--- config.mk ---
export PLATFORM = sky130hd
export DESIGN_NAME = scaler_scheduler_flat
export DESIGN_NICKNAME = d
export VERILOG_FILES = /design/src/rtl/drfm_pkg.sv /design/src/rtl/scaler_scheduler_if.sv /design/src/rtl/scaler_scheduler_scale_mult.sv /design/src/rtl/scaler_scheduler.sv /design/src/flat_wrapper.sv
export SDC_FILE = /design/constraint.sdc
export NUM_CORES = 2
export LEC_CHECK = 0
export ABC_AREA = 1
export ABC_CLOCK_PERIOD_IN_PS = 10300
export CELL_PAD_IN_SITES_DETAIL_PLACEMENT = 1
export CELL_PAD_IN_SITES_GLOBAL_PLACEMENT = 1
export CORE_UTILIZATION = 49
export CTS_BUF_LIST = sky130_fd_sc_hd__clkbuf_8
export DETAILED_ROUTE_END_ITERATION = 7
export PLACE_DENSITY_LB_ADDON = 0.05
export SLEW_MARGIN = 20
export SYNTH_ARGS = -nofsm -noshare
export SYNTH_HDL_FRONTEND = slang
export SYNTH_SLANG_ARGS = --single-unit
export TNS_END_PERCENT = 5
--- constraint.sdc ---
create_clock -name M100CLK -period 10.3 [get_ports M100CLK]
set_clock_uncertainty 0.1 [all_clocks]
set_input_delay 2.06 -clock M100CLK [delete_from_list [all_inputs] [get_ports M100CLK]]
set_output_delay 2.06 -clock M100CLK [all_outputs]
set_load 0.02 [all_outputs]
--- src/rtl/drfm_pkg.sv ---
// rtl/drfm_pkg.sv - shared widths, reset gain and scheduler state encoding
package drfm_pkg;

    localparam int DATA_W    = 32;
    localparam int GAIN_W    = 16;
    localparam int FRAC_BITS = 16;
    localparam int CNT_W     = 16;
    localparam logic [GAIN_W-1:0] GAIN_RESET = 16'h8000;

    typedef enum logic [2:0] {
        IDLE,
        MUL_I,
        MUL_Q,
        MUL_SUM,
        STORE
    } state_t;

endpackage

--- src/rtl/scaler_scheduler_if.sv ---
// rtl/scaler_scheduler_if.sv - sample, gain-control and result bundle for the scaler
interface scaler_scheduler_if #(
    parameter int DATA_W = drfm_pkg::DATA_W,
    parameter int GAIN_W = drfm_pkg::GAIN_W,
    parameter int CNT_W  = drfm_pkg::CNT_W
);
    logic              in_valid;
    logic              in_ready;
    logic [DATA_W-1:0] i_in;
    logic [DATA_W-1:0] q_in;
    logic [DATA_W-1:0] sum_in;
    logic              gain_wr;
    logic [GAIN_W-1:0] gain_in;
    logic              gain_pending;
    logic [GAIN_W-1:0] active_gain;
    logic              out_valid;
    logic [DATA_W-1:0] i_scaled;
    logic [DATA_W-1:0] q_scaled;
    logic [DATA_W-1:0] sum_scaled;
    logic [CNT_W-1:0]  drop_count;

    modport master (
        output in_valid, i_in, q_in, sum_in, gain_wr, gain_in,
        input  in_ready, gain_pending, active_gain, out_valid,
               i_scaled, q_scaled, sum_scaled, drop_count
    );

    modport slave (
        input  in_valid, i_in, q_in, sum_in, gain_wr, gain_in,
        output in_ready, gain_pending, active_gain, out_valid,
               i_scaled, q_scaled, sum_scaled, drop_count
    );
endinterface

--- src/rtl/scaler_scheduler_scale_mult.sv ---
// rtl/scaler_scheduler_scale_mult.sv - registered unsigned multiplier shared by all channels
module scale_mult #(
    parameter int A_W = drfm_pkg::DATA_W,
    parameter int B_W = drfm_pkg::GAIN_W
) (
    input  logic               clk,
    input  logic               clear,
    input  logic               en,
    input  logic [A_W-1:0]     a,
    input  logic [B_W-1:0]     b,
    output logic [A_W+B_W-1:0] p
);
    always_ff @(posedge clk) begin
        if (clear) begin
            p <= '0;
        end else if (en) begin
            p <= {{B_W{1'b0}}, a} * {{A_W{1'b0}}, b};
        end
    end
endmodule

--- src/rtl/scaler_scheduler.sv ---
// rtl/scaler_scheduler.sv - time-multiplexed gain scaling of I/Q/SUM sample triplets
module scaler_scheduler #(
    parameter int                DATA_W     = drfm_pkg::DATA_W,
    parameter int                GAIN_W     = drfm_pkg::GAIN_W,
    parameter logic [GAIN_W-1:0] GAIN_RESET = drfm_pkg::GAIN_RESET,
    parameter int                CNT_W      = drfm_pkg::CNT_W
) (
    input  logic                M100CLK,
    input  logic                reset,
    scaler_scheduler_if.slave   bus
);
    import drfm_pkg::*;

    localparam int PROD_W = DATA_W + GAIN_W;

    state_t            state, state_next;
    logic [DATA_W-1:0] i_hold, q_hold, sum_hold;
    logic [DATA_W-1:0] i_res, q_res;
    logic [GAIN_W-1:0] op_gain, pend_gain, active_gain;
    logic              gain_pending;
    logic [DATA_W-1:0] i_scaled, q_scaled, sum_scaled;
    logic              out_valid;
    logic [CNT_W-1:0]  drop_count;
    logic [DATA_W-1:0] mult_a;
    logic              mult_en;
    logic [PROD_W-1:0] mult_p;
    logic [DATA_W-1:0] mult_frac;
    logic              idle;
    logic              accept;

    assign idle      = (state == IDLE);
    assign accept    = idle && bus.in_valid;
    assign mult_frac = DATA_W'(mult_p >> FRAC_BITS);

    scale_mult #(
        .A_W (DATA_W),
        .B_W (GAIN_W)
    ) u_mult (
        .clk   (M100CLK),
        .clear (reset),
        .en    (mult_en),
        .a     (mult_a),
        .b     (op_gain),
        .p     (mult_p)
    );

    always_ff @(posedge M100CLK) begin
        if (reset) begin
            state <= IDLE;
        end else begin
            state <= state_next;
        end
    end

    always_comb begin
        state_next = state;
        mult_a     = '0;
        mult_en    = 1'b0;
        case (state)
            IDLE:    if (bus.in_valid) state_next = MUL_I;
            MUL_I:   begin mult_a = i_hold;   mult_en = 1'b1; state_next = MUL_Q;   end
            MUL_Q:   begin mult_a = q_hold;   mult_en = 1'b1; state_next = MUL_SUM; end
            MUL_SUM: begin mult_a = sum_hold; mult_en = 1'b1; state_next = STORE;   end
            STORE:   state_next = IDLE;
            default: state_next = IDLE;
        endcase
    end

    always_ff @(posedge M100CLK) begin
        if (reset) begin
            i_hold       <= '0;
            q_hold       <= '0;
            sum_hold     <= '0;
            i_res        <= '0;
            q_res        <= '0;
            op_gain      <= GAIN_RESET;
            pend_gain    <= GAIN_RESET;
            active_gain  <= GAIN_RESET;
            gain_pending <= 1'b0;
            i_scaled     <= '0;
            q_scaled     <= '0;
            sum_scaled   <= '0;
            out_valid    <= 1'b0;
            drop_count   <= '0;
        end else begin
            out_valid <= (state == STORE);

            if (accept) begin
                i_hold   <= bus.i_in;
                q_hold   <= bus.q_in;
                sum_hold <= bus.sum_in;
                // A gain promoted on this same edge must already govern this triplet.
                op_gain  <= gain_pending ? pend_gain : active_gain;
            end

            if (idle && gain_pending) begin
                active_gain  <= pend_gain;
                gain_pending <= 1'b0;
            end
            // A fresh write overrides the clear above so it is never lost.
            if (bus.gain_wr) begin
                pend_gain    <= bus.gain_in;
                gain_pending <= 1'b1;
            end

            if (state == MUL_Q) begin
                i_res <= mult_frac;
            end
            if (state == MUL_SUM) begin
                q_res <= mult_frac;
            end
            if (state == STORE) begin
                i_scaled   <= i_res;
                q_scaled   <= q_res;
                sum_scaled <= mult_frac;
            end

            if (bus.in_valid && !idle && (drop_count != {CNT_W{1'b1}})) begin
                drop_count <= drop_count + CNT_W'(1);
            end
        end
    end

    assign bus.in_ready     = idle;
    assign bus.gain_pending = gain_pending;
    assign bus.active_gain  = active_gain;
    assign bus.out_valid    = out_valid;
    assign bus.i_scaled     = i_scaled;
    assign bus.q_scaled     = q_scaled;
    assign bus.sum_scaled   = sum_scaled;
    assign bus.drop_count   = drop_count;
endmodule

--- src/flat_wrapper.sv ---
// flat-port wrapper written by rule: the top's interface ports become plain ports
module scaler_scheduler_flat import drfm_pkg::*;
#(
    parameter int                DATA_W     = drfm_pkg::DATA_W,
    parameter int                GAIN_W     = drfm_pkg::GAIN_W,
    parameter logic [GAIN_W-1:0] GAIN_RESET = drfm_pkg::GAIN_RESET,
    parameter int                CNT_W      = drfm_pkg::CNT_W
)
  (M100CLK, reset, bus_in_valid, bus_i_in, bus_q_in, bus_sum_in, bus_gain_wr, bus_gain_in, bus_in_ready, bus_gain_pending, bus_active_gain, bus_out_valid, bus_i_scaled, bus_q_scaled, bus_sum_scaled, bus_drop_count);
  scaler_scheduler_if #(.DATA_W(DATA_W), .GAIN_W(GAIN_W), .CNT_W(CNT_W)) bus_i ();
  input  logic M100CLK;
  input  logic reset;
  input wire logic [$bits(bus_i.in_valid)-1:0] bus_in_valid;
  input wire logic [$bits(bus_i.i_in)-1:0] bus_i_in;
  input wire logic [$bits(bus_i.q_in)-1:0] bus_q_in;
  input wire logic [$bits(bus_i.sum_in)-1:0] bus_sum_in;
  input wire logic [$bits(bus_i.gain_wr)-1:0] bus_gain_wr;
  input wire logic [$bits(bus_i.gain_in)-1:0] bus_gain_in;
  output wire logic [$bits(bus_i.in_ready)-1:0] bus_in_ready;
  output wire logic [$bits(bus_i.gain_pending)-1:0] bus_gain_pending;
  output wire logic [$bits(bus_i.active_gain)-1:0] bus_active_gain;
  output wire logic [$bits(bus_i.out_valid)-1:0] bus_out_valid;
  output wire logic [$bits(bus_i.i_scaled)-1:0] bus_i_scaled;
  output wire logic [$bits(bus_i.q_scaled)-1:0] bus_q_scaled;
  output wire logic [$bits(bus_i.sum_scaled)-1:0] bus_sum_scaled;
  output wire logic [$bits(bus_i.drop_count)-1:0] bus_drop_count;
  assign bus_i.in_valid = bus_in_valid;
  assign bus_i.i_in = bus_i_in;
  assign bus_i.q_in = bus_q_in;
  assign bus_i.sum_in = bus_sum_in;
  assign bus_i.gain_wr = bus_gain_wr;
  assign bus_i.gain_in = bus_gain_in;
  assign bus_in_ready = bus_i.in_ready;
  assign bus_gain_pending = bus_i.gain_pending;
  assign bus_active_gain = bus_i.active_gain;
  assign bus_out_valid = bus_i.out_valid;
  assign bus_i_scaled = bus_i.i_scaled;
  assign bus_q_scaled = bus_i.q_scaled;
  assign bus_sum_scaled = bus_i.sum_scaled;
  assign bus_drop_count = bus_i.drop_count;
  scaler_scheduler #(.DATA_W(DATA_W), .GAIN_W(GAIN_W), .GAIN_RESET(GAIN_RESET), .CNT_W(CNT_W)) u_core (.M100CLK(M100CLK), .reset(reset), .bus(bus_i));
endmodule
==> results.md <==
* Outcome: finished clean
* Final Util at 56.81%
* Count of flip-flops with a built-in enable after synthesis at 0
* Number of global-route vias before repair at 28.83k
* Number of iterations in the first detailed-routing pass at 5
* Worst-path clk slew at 60 ps
* TritonCTS clock tree: yes
* DRC Markers at 0
* Flip-flop and latch count after synthesis at 357
* Fin. max-slew vios at 0
* Max stage delay cell, worst path: sky130_fd_sc_hd__a21oi_1
* Async S/R FF share, synth at 0%
* Number of instances in the placed design at 4,617
* Data arrival time at the worst-slack endpoint at 9490 ps
* CP max stage delay at 900 ps
* Type of the worst setup path: reg -> reg
* Residual overflow from global routing at 0
* Maximum number of pins on one net before global-route repair at 141
* Number of nets in the layout at 4,558
* Most area-consuming cells after synthesis: sky130_fd_sc_hd__fa_1 29%, sky130_fd_sc_hd__dfxtp_1 25%, sky130_fd_sc_hd__nor2_1 8.9%
* First-pass GRT wire length at 167,400 um
* FP Rows at 89
* Hold crit path type: reg -> reg
* Share of the yosys chip area belonging to registers at 24.51%
* Setup repair after global routing missed its margin: no
* PD cells at 117.5 nW/um^2
* Gr usage total at 36.34%
* Buffers on Ports at 246
* Worst EP required at 10,780 ps
* DRC marker count from the first detailed-route iteration at 1,624
* Initial standard-cell utilization of the core at 49.49%
* Die H at 245.9 um
* Post-DR vias/cell at 5.529
* Kind of capture point of the worst setup path: flop
* Maximum vdd drop at 0.1329 mV
* Clock period minus final worst setup slack at 9008 ps
* Final hold slack at 355.5 ps
* Mapped cell area at 29,150 um^2
* Initial antenna violation count at 1
* Maximum fanout along the worst path at 51
* Final routed wire length divided by cell count at 22.62 um
* Fin. Hold Viols at 0
* Startpoint type of the worst setup path: flop
* Clock Tree Buf Depth at 3
* Placeable core region at 58,910 um^2
* Die ar. at 60,480 um^2
* Cells resized by post-CTS repair at 0
* Clock buffers created by TritonCTS at 61
* Relative area change from synthesis to final layout at 14.78%
* Width of the die at 245.9 um
* Transition time of the tightest slew-check pin at 1147 ps
* Top cell type by total area after synthesis: sky130_fd_sc_hd__fa_1
* Via total after detailed routing at 26.14k
* Master cell of the clock root buffer: sky130_fd_sc_hd__clkbuf_8
* Layout cells sized above 1 at 4.555%
* CTS H-tree lvls at 2
* Average footprint of a synthesized cell at 7.797 um^2
* Number of filler cells placed in the layout at 7,268
* Count of non-filler cells in the finished layout at 4,727
* CP dominant cell by count: sky130_fd_sc_hd__fa_1
* Post-CTS Setup Repair Bufs at 0
* Antenna-violating nets left at 0
* CTS Sinks at 357
* Cell count after synthesis at 3,739
* Final setup fails at 0
* Count of unique library cells instantiated by Yosys at 49
* Routability Congestion at 0.9525
* Hold Buf Count CTS at 0
* Main flop type after synthesis: sky130_fd_sc_hd__dfxtp_1
* Post-route clock period utilization at 87.45%
* F_max at 111.0 MHz
* Relative slew margins at 23.52%
* Net count of the mapped netlist at 4,390
* Fraction of synthesized cell area taken by the top area cell type at 28.63%
* Latest clock arrival within the worst-skew pair at 690 ps
* Num ports at 247
* Leakage power at 14.98 nW
* Number of maximum-capacitance constraint violations at 0
* Total detailed-routing wirelength at 106,900 um
* Yosys warns at 0
* Post-DP HPWL at 82,550 um
* Aggregate negative setup slack at 0 ps
==> state kept, by name, summed over array words and instances, names as in the netlist <==
register	cells
u_core.bus.q_scaled	32
u_core.bus.active_gain	16
u_core.q_res	32
u_core.bus.drop_count	16
u_core.u_mult.p	32
u_core.op_gain	16
u_core.state	3
u_core.i_res	32
u_core.sum_hold	32
u_core.bus.gain_pending	1
u_core.q_hold	32
u_core.bus.i_scaled	32
u_core.bus.sum_scaled	32
u_core.bus.out_valid	1
u_core.i_hold	32
u_core.pend_gain	16
==> synthesized netlist by cell type (4+ instances only) <==
master	n
sky130_fd_sc_hd__o21a_1	20
sky130_fd_sc_hd__nor4_1	5
sky130_fd_sc_hd__buf_1	5
sky130_fd_sc_hd__nand2_2	12
sky130_fd_sc_hd__dfxtp_1	357
sky130_fd_sc_hd__clkbuf_1	154
sky130_fd_sc_hd__o21ai_0	380
sky130_fd_sc_hd__buf_2	17
sky130_fd_sc_hd__xnor2_1	7
sky130_fd_sc_hd__clkinv_1	18
sky130_fd_sc_hd__a31oi_1	8
sky130_fd_sc_hd__o211ai_1	5
sky130_fd_sc_hd__o22ai_1	6
sky130_fd_sc_hd__nand3_1	35
sky130_fd_sc_hd__xor2_1	13
sky130_fd_sc_hd__a21oi_2	6
sky130_fd_sc_hd__nor3_1	14
sky130_fd_sc_hd__fa_1	417
sky130_fd_sc_hd__nand2_1	452
sky130_fd_sc_hd__a22oi_1	10
sky130_fd_sc_hd__buf_4	4
sky130_fd_sc_hd__nand4_1	9
sky130_fd_sc_hd__nor3_2	8
sky130_fd_sc_hd__nor2_1	693
sky130_fd_sc_hd__ha_1	118
sky130_fd_sc_hd__inv_1	658
sky130_fd_sc_hd__a21oi_1	265
sky130_fd_sc_hd__inv_2	5
==> critical path: cells and delay by family, from the launching register on <==
kind	cells	cell delay, ps
adder cells (fa/ha/maj)	7	3230
AND/OR/NAND/NOR	9	1810
buffers and inverters	9	1730
AO/OA/AOI/OAI	4	1460
flip-flops	1	520
==> cell type report <==
| class | count | area, um^2 | share of cell area [%] |
|---|---|---|---|
| multi-input cells | 2520 | 18750 | 56.03 |
| flip-flops and latches | 357 | 7148 | 21.36 |
| repair buffers | 285 | 2759 | 8.244 |
| inverters | 682 | 2567 | 7.672 |
| clock buffers | 76 | 1046 | 3.126 |
| well taps | 773 | 967.2 | 2.890 |
| clock inverters | 32 | 220.2 | 0.6580 |
| diodes | 2 | 5.005 | 0.01496 |
==> power by group <==
| group | switching [mW] | internal (mW) | total (mW) |
|---|---|---|---|
| Clock | 0.612 | 0.717 | 1.33 |
| Sequential | 0.0634 | 1.48 | 1.54 |
| Combinational | 0.724 | 0.338 | 1.06 |
==> path summary, 6_finish.rpt <==
| path | depth (start not counted) | slack (ps) | to | start |
|---|---|---|---|---|
| worst max-delay path | 29 | 1290 | u_core.u_mult.p[36]$_SDFFE_PP0N_ | u_core.state[2]$_SDFFE_PP0P_ |
| worst min-delay path | 2 | 360 | u_core.q_hold[13]$_SDFFE_PP0P_ | u_core.q_hold[13]$_SDFFE_PP0P_ |
| worst max register to register | 29 | 1290 | u_core.u_mult.p[36]$_SDFFE_PP0N_ | u_core.state[2]$_SDFFE_PP0P_ |
| worst min register to register | 2 | 360 | u_core.q_hold[13]$_SDFFE_PP0P_ | u_core.q_hold[13]$_SDFFE_PP0P_ |
==> through the flow <==
stage               instance area (um^2)  total power [mW]  setup slack, ps
global placement                   32190             2.576             1627
floorplan                          29150             2.161             3858
detailed placement                 32190             2.607             1599
finish                             33460             3.932             1292
CTS                                33460             3.945             1554
global route                       33460             4.118             1091
==> per-layer routing <==
metal | track usage (%) | wire length, um
met4 | 14.18 | 4370
met5 | 0 | 0
met3 | 5.249 | 7140
met1 | 47.78 | 44730
met2 | 60.29 | 50680
==> layout by cell type, fill, tap and decap left out, types with 5 or more instances in the layout <==
cell type and count:
sky130_fd_sc_hd__nor2_1 692, sky130_fd_sc_hd__inv_1 677, sky130_fd_sc_hd__nand2_1 451, sky130_fd_sc_hd__fa_1 417
sky130_fd_sc_hd__o21ai_0 380, sky130_fd_sc_hd__dfxtp_1 356, sky130_fd_sc_hd__a21oi_1 263, sky130_fd_sc_hd__clkdlybuf4s50_1 246
sky130_fd_sc_hd__ha_1 118, sky130_fd_sc_hd__clkbuf_8 76, sky130_fd_sc_hd__buf_4 38, sky130_fd_sc_hd__nand3_1 35
sky130_fd_sc_hd__o21a_1 20, sky130_fd_sc_hd__clkinv_1 18, sky130_fd_sc_hd__nor3_1 14, sky130_fd_sc_hd__nand2_2 13
sky130_fd_sc_hd__xor2_1 13, sky130_fd_sc_hd__a22oi_1 10, sky130_fd_sc_hd__nand4_1 9, sky130_fd_sc_hd__nor3_2 8
sky130_fd_sc_hd__a21oi_2 8, sky130_fd_sc_hd__a31oi_1 8, sky130_fd_sc_hd__xnor2_1 7, sky130_fd_sc_hd__inv_2 6
sky130_fd_sc_hd__o22ai_1 6, sky130_fd_sc_hd__nor4_1 5, sky130_fd_sc_hd__o211ai_1 5
==> cell families after synthesis <==
| logic type | share of synthesized area (%) |
|---|---|
| AOI/OAI and AO/OA | 12.91 |
| xor gates and xnor gates | 0.6008 |
| adders and majority gates | 33.70 |
| buffers and inverters | 11.23 |
| DFF | 24.51 |
| and+or+nand+nor | 17.05 |
No activity file was read; power rests on OpenSTA's default activity.
